$ cat src/rtl/data_ram_arbiter.sv
// data_ram_arbiter: two-port arbiter in front of a single-ported data RAM.
//
// Port 0 is the CPU memory stage; port 1 is the loader/debug port. Each grant
// cycle is one complete transfer. The RAM is driven combinationally from the
// granted port. Read data is registered, so reads have 1-cycle latency.
// When both ports request, the current owner keeps the RAM for up to MAX_BURST
// consecutive grants. After that, ownership passes to the other port.
//
// Ports:
//   i_Clk, i_Rst              clock, synchronous active-high reset
//   i_reqN, i_weN             transfer request, 1 = write / 0 = read
//   i_addrN, i_wdataN         byte address and write data
//   o_gntN                    transfer accepted this cycle
//   o_rdataN, o_rvalidN       registered read data and its valid pulse
//   o_errN                    misaligned-access pulse (cycle after the grant)
//   o_ram_ce/we/addr/wdata    RAM control, address and write data
//   i_ram_rdata               combinational RAM read data
//   o_busy                    arbiter is not idle
module data_ram_arbiter #(
    parameter int unsigned MAX_BURST = 4
) (
    input  logic        i_Clk,
    input  logic        i_Rst,
    input  logic        i_req0,
    input  logic        i_req1,
    input  logic        i_we0,
    input  logic        i_we1,
    input  logic [31:0] i_addr0,
    input  logic [31:0] i_addr1,
    input  logic [31:0] i_wdata0,
    input  logic [31:0] i_wdata1,
    output logic        o_gnt0,
    output logic        o_gnt1,
    output logic [31:0] o_rdata0,
    output logic [31:0] o_rdata1,
    output logic        o_rvalid0,
    output logic        o_rvalid1,
    output logic        o_err0,
    output logic        o_err1,
    output logic        o_ram_ce,
    output logic        o_ram_we,
    output logic [31:0] o_ram_addr,
    output logic [31:0] o_ram_wdata,
    input  logic [31:0] i_ram_rdata,
    output logic        o_busy
);

    localparam int unsigned CntW = $clog2(MAX_BURST + 1);
    localparam logic [CntW-1:0] CntMax = CntW'(MAX_BURST);

    typedef enum logic [1:0] {StIdle, StOwn0, StOwn1} state_e;

    state_e          state_q, state_d;
    logic [CntW-1:0] cnt_q, cnt_d;
    logic [31:0]     rdata0_q, rdata1_q;
    logic            rvalid0_q, rvalid1_q;
    logic            err0_q, err1_q;

    logic gnt0, gnt1;
    logic aligned0, aligned1;
    logic sel_we, sel_aligned;
    logic [31:0] sel_addr, sel_wdata;

    assign aligned0 = (i_addr0[1:0] == 2'b00);
    assign aligned1 = (i_addr1[1:0] == 2'b00);

    // Grant decision. Reset masks all grants, whatever the requests.
    always_comb begin
        gnt0 = 1'b0;
        gnt1 = 1'b0;
        if (!i_Rst) begin
            if (i_req0 && i_req1) begin
                case (state_q)
                    StOwn0: begin
                        if (cnt_q < CntMax) gnt0 = 1'b1;
                        else                gnt1 = 1'b1;
                    end
                    StOwn1: begin
                        if (cnt_q < CntMax) gnt1 = 1'b1;
                        else                gnt0 = 1'b1;
                    end
                    default: gnt0 = 1'b1;
                endcase
            end else begin
                gnt0 = i_req0;
                gnt1 = i_req1;
            end
        end
    end

    assign o_gnt0 = gnt0;
    assign o_gnt1 = gnt1;

    // RAM drive from the granted port. A misaligned access keeps its grant
    // but never enables the RAM, so a misaligned write cannot corrupt memory.
    assign sel_we      = gnt1 ? i_we1    : i_we0;
    assign sel_addr    = gnt1 ? i_addr1  : i_addr0;
    assign sel_wdata   = gnt1 ? i_wdata1 : i_wdata0;
    assign sel_aligned = gnt1 ? aligned1 : aligned0;

    always_comb begin
        o_ram_ce    = 1'b0;
        o_ram_we    = 1'b0;
        o_ram_addr  = 32'h0;
        o_ram_wdata = 32'h0;
        if (gnt0 || gnt1) begin
            o_ram_ce    = sel_aligned;
            o_ram_we    = sel_we & sel_aligned;
            o_ram_addr  = sel_addr;
            o_ram_wdata = sel_wdata;
        end
    end

    // Ownership and burst-count update.
    always_comb begin
        state_d = state_q;
        cnt_d   = cnt_q;
        if (gnt0) begin
            if (state_q == StOwn0) begin
                cnt_d = (cnt_q == CntMax) ? cnt_q : cnt_q + CntW'(1);
            end else begin
                state_d = StOwn0;
                cnt_d   = CntW'(1);
            end
        end else if (gnt1) begin
            if (state_q == StOwn1) begin
                cnt_d = (cnt_q == CntMax) ? cnt_q : cnt_q + CntW'(1);
            end else begin
                state_d = StOwn1;
                cnt_d   = CntW'(1);
            end
        end else begin
            state_d = StIdle;
            cnt_d   = '0;
        end
    end

    always_ff @(posedge i_Clk) begin
        if (i_Rst) begin
            state_q   <= StIdle;
            cnt_q     <= '0;
            rdata0_q  <= 32'h0;
            rdata1_q  <= 32'h0;
            rvalid0_q <= 1'b0;
            rvalid1_q <= 1'b0;
            err0_q    <= 1'b0;
            err1_q    <= 1'b0;
        end else begin
            state_q   <= state_d;
            cnt_q     <= cnt_d;
            rvalid0_q <= gnt0 && aligned0 && !i_we0;
            rvalid1_q <= gnt1 && aligned1 && !i_we1;
            err0_q    <= gnt0 && !aligned0;
            err1_q    <= gnt1 && !aligned1;
            if (gnt0 && aligned0 && !i_we0) rdata0_q <= i_ram_rdata;
            if (gnt1 && aligned1 && !i_we1) rdata1_q <= i_ram_rdata;
        end
    end

    // A pulse registered just before reset is asserted is dropped
    // while reset is held.
    assign o_rvalid0 = rvalid0_q & ~i_Rst;
    assign o_rvalid1 = rvalid1_q & ~i_Rst;
    assign o_err0    = err0_q & ~i_Rst;
    assign o_err1    = err1_q & ~i_Rst;
    assign o_rdata0  = rdata0_q;
    assign o_rdata1  = rdata1_q;
    assign o_busy    = (state_q != StIdle);

endmodule

$ cat config.mk
export PLATFORM = sky130hd
export DESIGN_NAME = data_ram_arbiter
export DESIGN_NICKNAME = d
export VERILOG_FILES = /design/src/rtl/data_ram_arbiter.sv
export SDC_FILE = /design/constraint.sdc
export NUM_CORES = 1
export LEC_CHECK = 0
export BUFFER_PORTS_ARGS = -buffer_cell sky130_fd_sc_hd__buf_2
export CORE_ASPECT_RATIO = 1.4
export CORE_MARGIN = 2
export CORE_UTILIZATION = 25
export CTS_CLUSTER_SIZE = 30
export DETAILED_ROUTE_END_ITERATION = 10
export PLACE_DENSITY = 0.57
export SLEW_MARGIN = 20
export SYNTH_ARGS = -nofsm -noshare
export SYNTH_HDL_FRONTEND = slang
export SYNTH_SLANG_ARGS = --single-unit
$ cat constraint.sdc
create_clock -name i_Clk -period 4 [get_ports i_Clk]
set_input_delay 0.8 -clock i_Clk [delete_from_list [all_inputs] [get_ports i_Clk]]
set_output_delay 0.8 -clock i_Clk [all_outputs]
set_load 0.05 [all_outputs]
==> results of run 1 <==
==> worst max-delay path by stage <==
stage | endpoint | slack (ns) | cells after the start | from
global placement | o_ram_wdata[0] | 0.76 | 7 | i_req0
global route | o_ram_wdata[0] | 0.34 | 8 | state_q[0]$_SDFFE_PP0P_
finish | o_ram_wdata[0] | 0.52 | 8 | state_q[1]$_SDFFE_PP0P_
floorplan | o_ram_we | 0.33 | 6 | i_Rst
detailed placement | o_ram_wdata[0] | 0.72 | 7 | i_req0
CTS | o_ram_wdata[0] | 0.49 | 8 | state_q[1]$_SDFFE_PP0P_
==> sequential cells by signal, indices dropped and copies added, names as in the netlist <==
register	count
o_rdata0	32
o_rdata1	32
cnt_q	3
state_q	2
err0_q	1
err1_q	1
rvalid0_q	1
rvalid1_q	1
==> per-stage QoR <==
| step | area, µm² | hold slack, ns |
|---|---|---|
| 6_report | 5660 | 0.452 |
| 5_1_grt | 5650 | 0.474 |
| 4_1_cts | 5650 | 0.453 |
| 3_5_place_dp | 5370 | 0.444 |
| 3_3_place_gp | 5370 | 0.440 |
| 2_1_floorplan | 3400 | 0.518 |
==> area by class of cell <==
type | count | area [µm²]
fillers | 1367 | 7660
repair buffers | 307 | 1870
multi-input cells | 274 | 1780
flip-flops and latches | 73 | 1460
clock buffers | 10 | 239
well taps | 182 | 228
clock inverters | 6 | 41.3
inverters | 7 | 26.3
diodes | 3 | 7.51
==> cells by family after synthesis <==
kind of cell / Yosys count / share of synthesized area (%)
compound gates: 110 / 24.5
xor+xnor: 1 / 0.258
fa+ha+maj: 7 / 2.58
buf+inv: 38 / 5.12
flops: 73 / 43.0
mux: 35 / 10.3
simple gates: 121 / 14.2
==> routing by layer <==
metal	GRT usage, %	up-vias
li1	-	1933
met1	23.4	1851
met2	38.4	232
met3	8.89	21
met4	5.89	6
met5	0	-
==> cell usage in the layout (no fill, tap or decap), drive strengths merged, types with 3 or more instances in the layout <==
cell type / n
a21oi: 35
a22o: 64
buf: 307
clkbuf: 10
clkinv: 3
clkinvlp: 3
dfxtp: 73
diode: 3
ha: 7
inv: 7
mux2i: 34
nand2: 71
nand3: 4
nor2: 36
nor2b: 5
o21ai: 4
==> synthesized netlist by cell type (3+ instances only) <==
library cell	n
dfxtp_1	73
nand2_1	71
a22o_1	64
nor2_1	36
a21oi_1	35
mux2i_1	34
clkbuf_1	20
buf_2	7
ha_1	7
inv_1	7
nor2b_1	5
nand3_1	4
buf_6	3
o21ai_0	3
==> power by group through the flow <==
stage	clock network [mW]	logic [mW]	registers [mW]
floorplan	0	0.291	0.782
global placement	0	0.552	0.759
detailed placement	0	0.557	0.760
CTS	0.757	0.558	0.744
global route	0.789	0.584	0.745
finish	0.736	0.554	0.744
==> tightest hold or removal path, cell delays in order, from the launching register on <==
cell and delay [ns]:
dfxtp_1 0.30, nand2_1 0.05, a21oi_1 0.05
==> results.cfg, run 1 <==
[outcome]
status = completed

[cells_and_area]
layout-drive-gt1-share_pct = 48.6
area_delta_synth_final_pct = 66.5
fin_cells = 862
nets = 845
fin_util_pct = 42.5

[synthesis]
ys_ff_latch = 73
yosysSeqAreaShare_pct = 43.0
synthCells = 385
syn_area_um2 = 3400
synth.top_cell.area_share_pct = 43.0
synth_edf_count = 0
synthTopCellsByArea = dfxtp_1 43%, a22o_1 16%, mux2i_1 10%, nand2_1 7.8%, a21oi_1 5.2%
synthArstFlopShare_pct = 0
syn_nets = 558
yosysTopAreaCell = dfxtp_1
syn_area_per_cell_um2 = 8.83
ys_warn_count = 0
ys_types = 30
synthFlopType = dfxtp_1

[clock_tree]
clkTransAtPathRegs_ns = 0.06
clockRootBuffer = clkbuf_16
insertion_delay_ns = 0.33
numCtsBuffers = 9
clockBufferDepth = 2
holdBufCountCts = 0
cts-resized-gates = 0
cts_tree = built
clock_sinks = 73
cts_setup_buffers = 0
h-tree-depth = 3

[worst_setup_path]
regToRegEndpoint = o_rdata0[0]$_SDFFE_PP0P_
cpMaxStageDelayCell = mux2i_1
crit_chain = inv_1 > ha_1 > mux2i_1 > a21oi_4 > nor2_4 > buf_12 > a22o_1 > buf_2
reg2reg_from = state_q[0]$_SDFFE_PP0P_
crit_type = reg2out
max_stage_delay_ns = 0.42
cp.required_ns = 3.20
path_delay_family = buffers and inverters
worstPathArrival_ns = 2.68
worst-path-buf-inv = 3
reg2reg_depth = 7
critPathCaptureType = output pin
reg2reg_slack_ns = 1.29
cp-start-kind = flop
critPathMaxFanout = 56

[sta]
tightest_slew_ns = 1.04
final_hold_viol_count = 0
rsz0062_at_grt = no
fin_skew_ns = 0.00822
max_freq_ghz = 0.287
slew_violations = 0
setup-tns-final_ns = 0
setup_viol = 0
timing.final.crit_period_ns = 3.48
setup_ws_ns = 0.520
maxSlewHeadroom_pct = 30.2
period_share_pct = 87.0

[detailed_routing]
vias = 4043
ant_nets = 0
route.met2.wl_um = 8260
dr.max_layer_used = met5
viasPerCell = 4.69
wl_per_cell_um = 18.8
drc = 0
met1_length_um = 5890
dr.pass1.iters = 4
drtIter0Drc = 202
wl_um = 16200
routed-wl-met3_um = 1800

[floorplan]
start_util_pct = 25.5
num_rows = 50
die_y_um = 142
die_width_um = 103
num_io_pins = 303
dieArea_um2 = 14600
core_um2 = 13300

[placement]
dp_slack_ns = 0.721
gp_congestion = 0.862
placed_cells = 843
portBuffers = 302
place_hpwl_um = 13600

[min_path]
hold_path_startpoint = o_rdata0[17]$_SDFFE_PP0P_
holdPathEnd = o_rdata0[17]$_SDFFE_PP0P_
min-delay-path-class = reg2reg
holdPathStages = 2

[grt]
track_usage_pct = 21.7
grt_pass1_vias = 4079
overflow = 0
antenna_found_initial = 7
grt_max_degree = 75
grt_pass1_wl_um = 23100

[power_and_ir_drop]
seqPwrFrac_pct = 36.6
p_per_area_nw_per_um2 = 359
ir_drop_v = 0.000159
p_sw_share_pct = 32.7
power.share.combinational_pct = 27.2
power_frac_clock_pct = 36.2
totalPowerFinal_mw = 2.03
intPower_mw = 1.37
total_leakage_power_nw = 2.75
p_sw_mw = 0.666

[flow_run]
max_cap_violations = 0
(Power assumes the default switching activity.)
==> inputs of run 2 (changes only) <==
--- a/config.mk
+++ b/config.mk
@@ -6,12 +6,11 @@
 export NUM_CORES = 1
 export LEC_CHECK = 0
 export BUFFER_PORTS_ARGS = -buffer_cell sky130_fd_sc_hd__buf_2
-export CORE_ASPECT_RATIO = 1.4
-export CORE_MARGIN = 2
-export CORE_UTILIZATION = 25
+export CORE_AREA = 2 2 116 118
 export CTS_CLUSTER_SIZE = 30
 export DETAILED_ROUTE_END_ITERATION = 10
-export PLACE_DENSITY = 0.57
+export DIE_AREA = 0 0 118 120
+export PLACE_DENSITY = 0.6
 export SLEW_MARGIN = 20
 export SYNTH_ARGS = -nofsm -noshare
 export SYNTH_HDL_FRONTEND = slang
==> results.cfg, run 2 (synthesis gave the netlist of run 1 again) <==
[min_path]
min-delay-path-class = reg2reg

[placement]
dp_slack_ns = 0.589
portBuffers = 302
gp_congestion = 0.916
place_hpwl_um = 13500

[detailed_routing]
dr.pass1.iters = 5
drtIter0Drc = 255
wl_per_cell_um = 18.8
ant_nets = 0
wl_um = 16100
drc = 0
vias = 4081
viasPerCell = 4.76

[floorplan]
die_y_um = 120
num_io_pins = 303
die_width_um = 118
core_um2 = 13000
dieArea_um2 = 14200
num_rows = 42
start_util_pct = 26.2

[clock_tree]
cts-resized-gates = 0
clkTransAtPathRegs_ns = 0.05
clock_sinks = 73
clockBufferDepth = 2
cts_setup_buffers = 0
clockRootBuffer = clkbuf_16
holdBufCountCts = 0
h-tree-depth = 3
cts_tree = built
insertion_delay_ns = 0.33
numCtsBuffers = 9

[cells_and_area]
fin_util_pct = 42.3
area_delta_synth_final_pct = 61.5
final_cell_mix = 296 x buf_2, 73 x dfxtp_1, 71 x nand2_1
layout-drive-gt1-share_pct = 48.5
nets = 847
final_common_cell = buf_2

[grt]
grt_pass1_wl_um = 23500
grt_max_degree = 65
overflow = 0
grt_pass1_vias = 3938
track_usage_pct = 21.8
antenna_found_initial = 5

[sta]
tightest_slew_ns = 1.05
setup_viol = 0
fin_skew_ns = 0.00761
timing.final.crit_period_ns = 3.68
slew_violations = 0
holdWs_ns = 0.452
maxSlewHeadroom_pct = 30.1
setup_ws_ns = 0.317
setup-tns-final_ns = 0
max_freq_ghz = 0.272
rsz0062_at_grt = no
period_share_pct = 92.1
final_hold_viol_count = 0

[power_and_ir_drop]
total_leakage_power_nw = 2.75
totalPowerFinal_mw = 2.17
ir_drop_v = 0.000192
p_per_area_nw_per_um2 = 395

[worst_setup_path]
critPathMaxFanout = 64
crit_chain = inv_1 > ha_1 > mux2i_1 > a21oi_4 > nor2_4 > buf_4 > a22o_1 > buf_2
cp-start-kind = flop
crit_type = reg2out
cpMaxStageDelayCell = buf_4
critPathCaptureType = output pin
worstPathArrival_ns = 2.88
cp.required_ns = 3.20
max_stage_delay_ns = 0.51

[outcome]
status = completed

[flow_run]
max_cap_violations = 0
## run 2: cell count changes in the layout (fill, tap and decap cells not counted), moves of 2 or more
cell        before  now
buf_12          22    6
buf_2          282  296
buf_4            3    7
bufinv_16        0    3
clkinvlp_4       3    0
clkbuf_1         0    2
## run 2: final timing paths
check | start | end | slack (ns) | depth (start not counted)
worst max register to register | state_q[1]$_SDFFE_PP0P_ | o_rdata1[13]$_SDFFE_PP0P_ | 1.75 | 7
worst min-delay path | o_rdata0[4]$_SDFFE_PP0P_ | o_rdata0[4]$_SDFFE_PP0P_ | 0.45 | 2
worst max-delay path | state_q[1]$_SDFFE_PP0P_ | o_ram_addr[7] | 0.32 | 8
worst min register to register | o_rdata0[4]$_SDFFE_PP0P_ | o_rdata0[4]$_SDFFE_PP0P_ | 0.45 | 2
## run 2: layout make-up
type,count,area (µm²)
Clock inverter,5,104
Tap cell,176,220
Inverter,7,26.3
Fill cell,1355,7490
Clock buffer,11,233
Sequential cell,73,1460
Timing Repair Buffer,309,1650
Antenna cell,3,7.51
Multi-Input combinational cell,274,1780
## run 2: critical path, delay by kind of cell, from the launching register on
kind	cells	cell delay, ns
AO/OA/AOI/OAI	2	0.48
adder cells (fa/ha/maj)	1	0.24
buffers and inverters	3	0.90
flip-flops	1	0.35
multiplexers	1	0.43
AND/OR/NAND/NOR	1	0.10
## run 2: report_power, final
part,internal [mW],switching (mW)
combinational,0.162,0.356
clock,0.610,0.297
sequential,0.738,0.00577
total,1.51,0.659
## run 2: per-layer routing
layer  global-route usage, %  vias to the layer above  wire [µm]
li1                        -                     1933          -
met1                    26.6                     1947       6690
met2                    39.0                      179       8180
met3                    5.42                       16       1050
met4                    4.82                        6        138
met5                       0                        -         38
## run 2: metrics by stage
| step | area (µm²) | std cells |
|---|---|---|
| after floorplan | 3400 | 385 |
| after global placement | 5140 | 839 |
| after detailed placement | 5140 | 839 |
| after CTS | 5480 | 855 |
| after global routing | 5480 | 855 |
| final | 5490 | 858 |
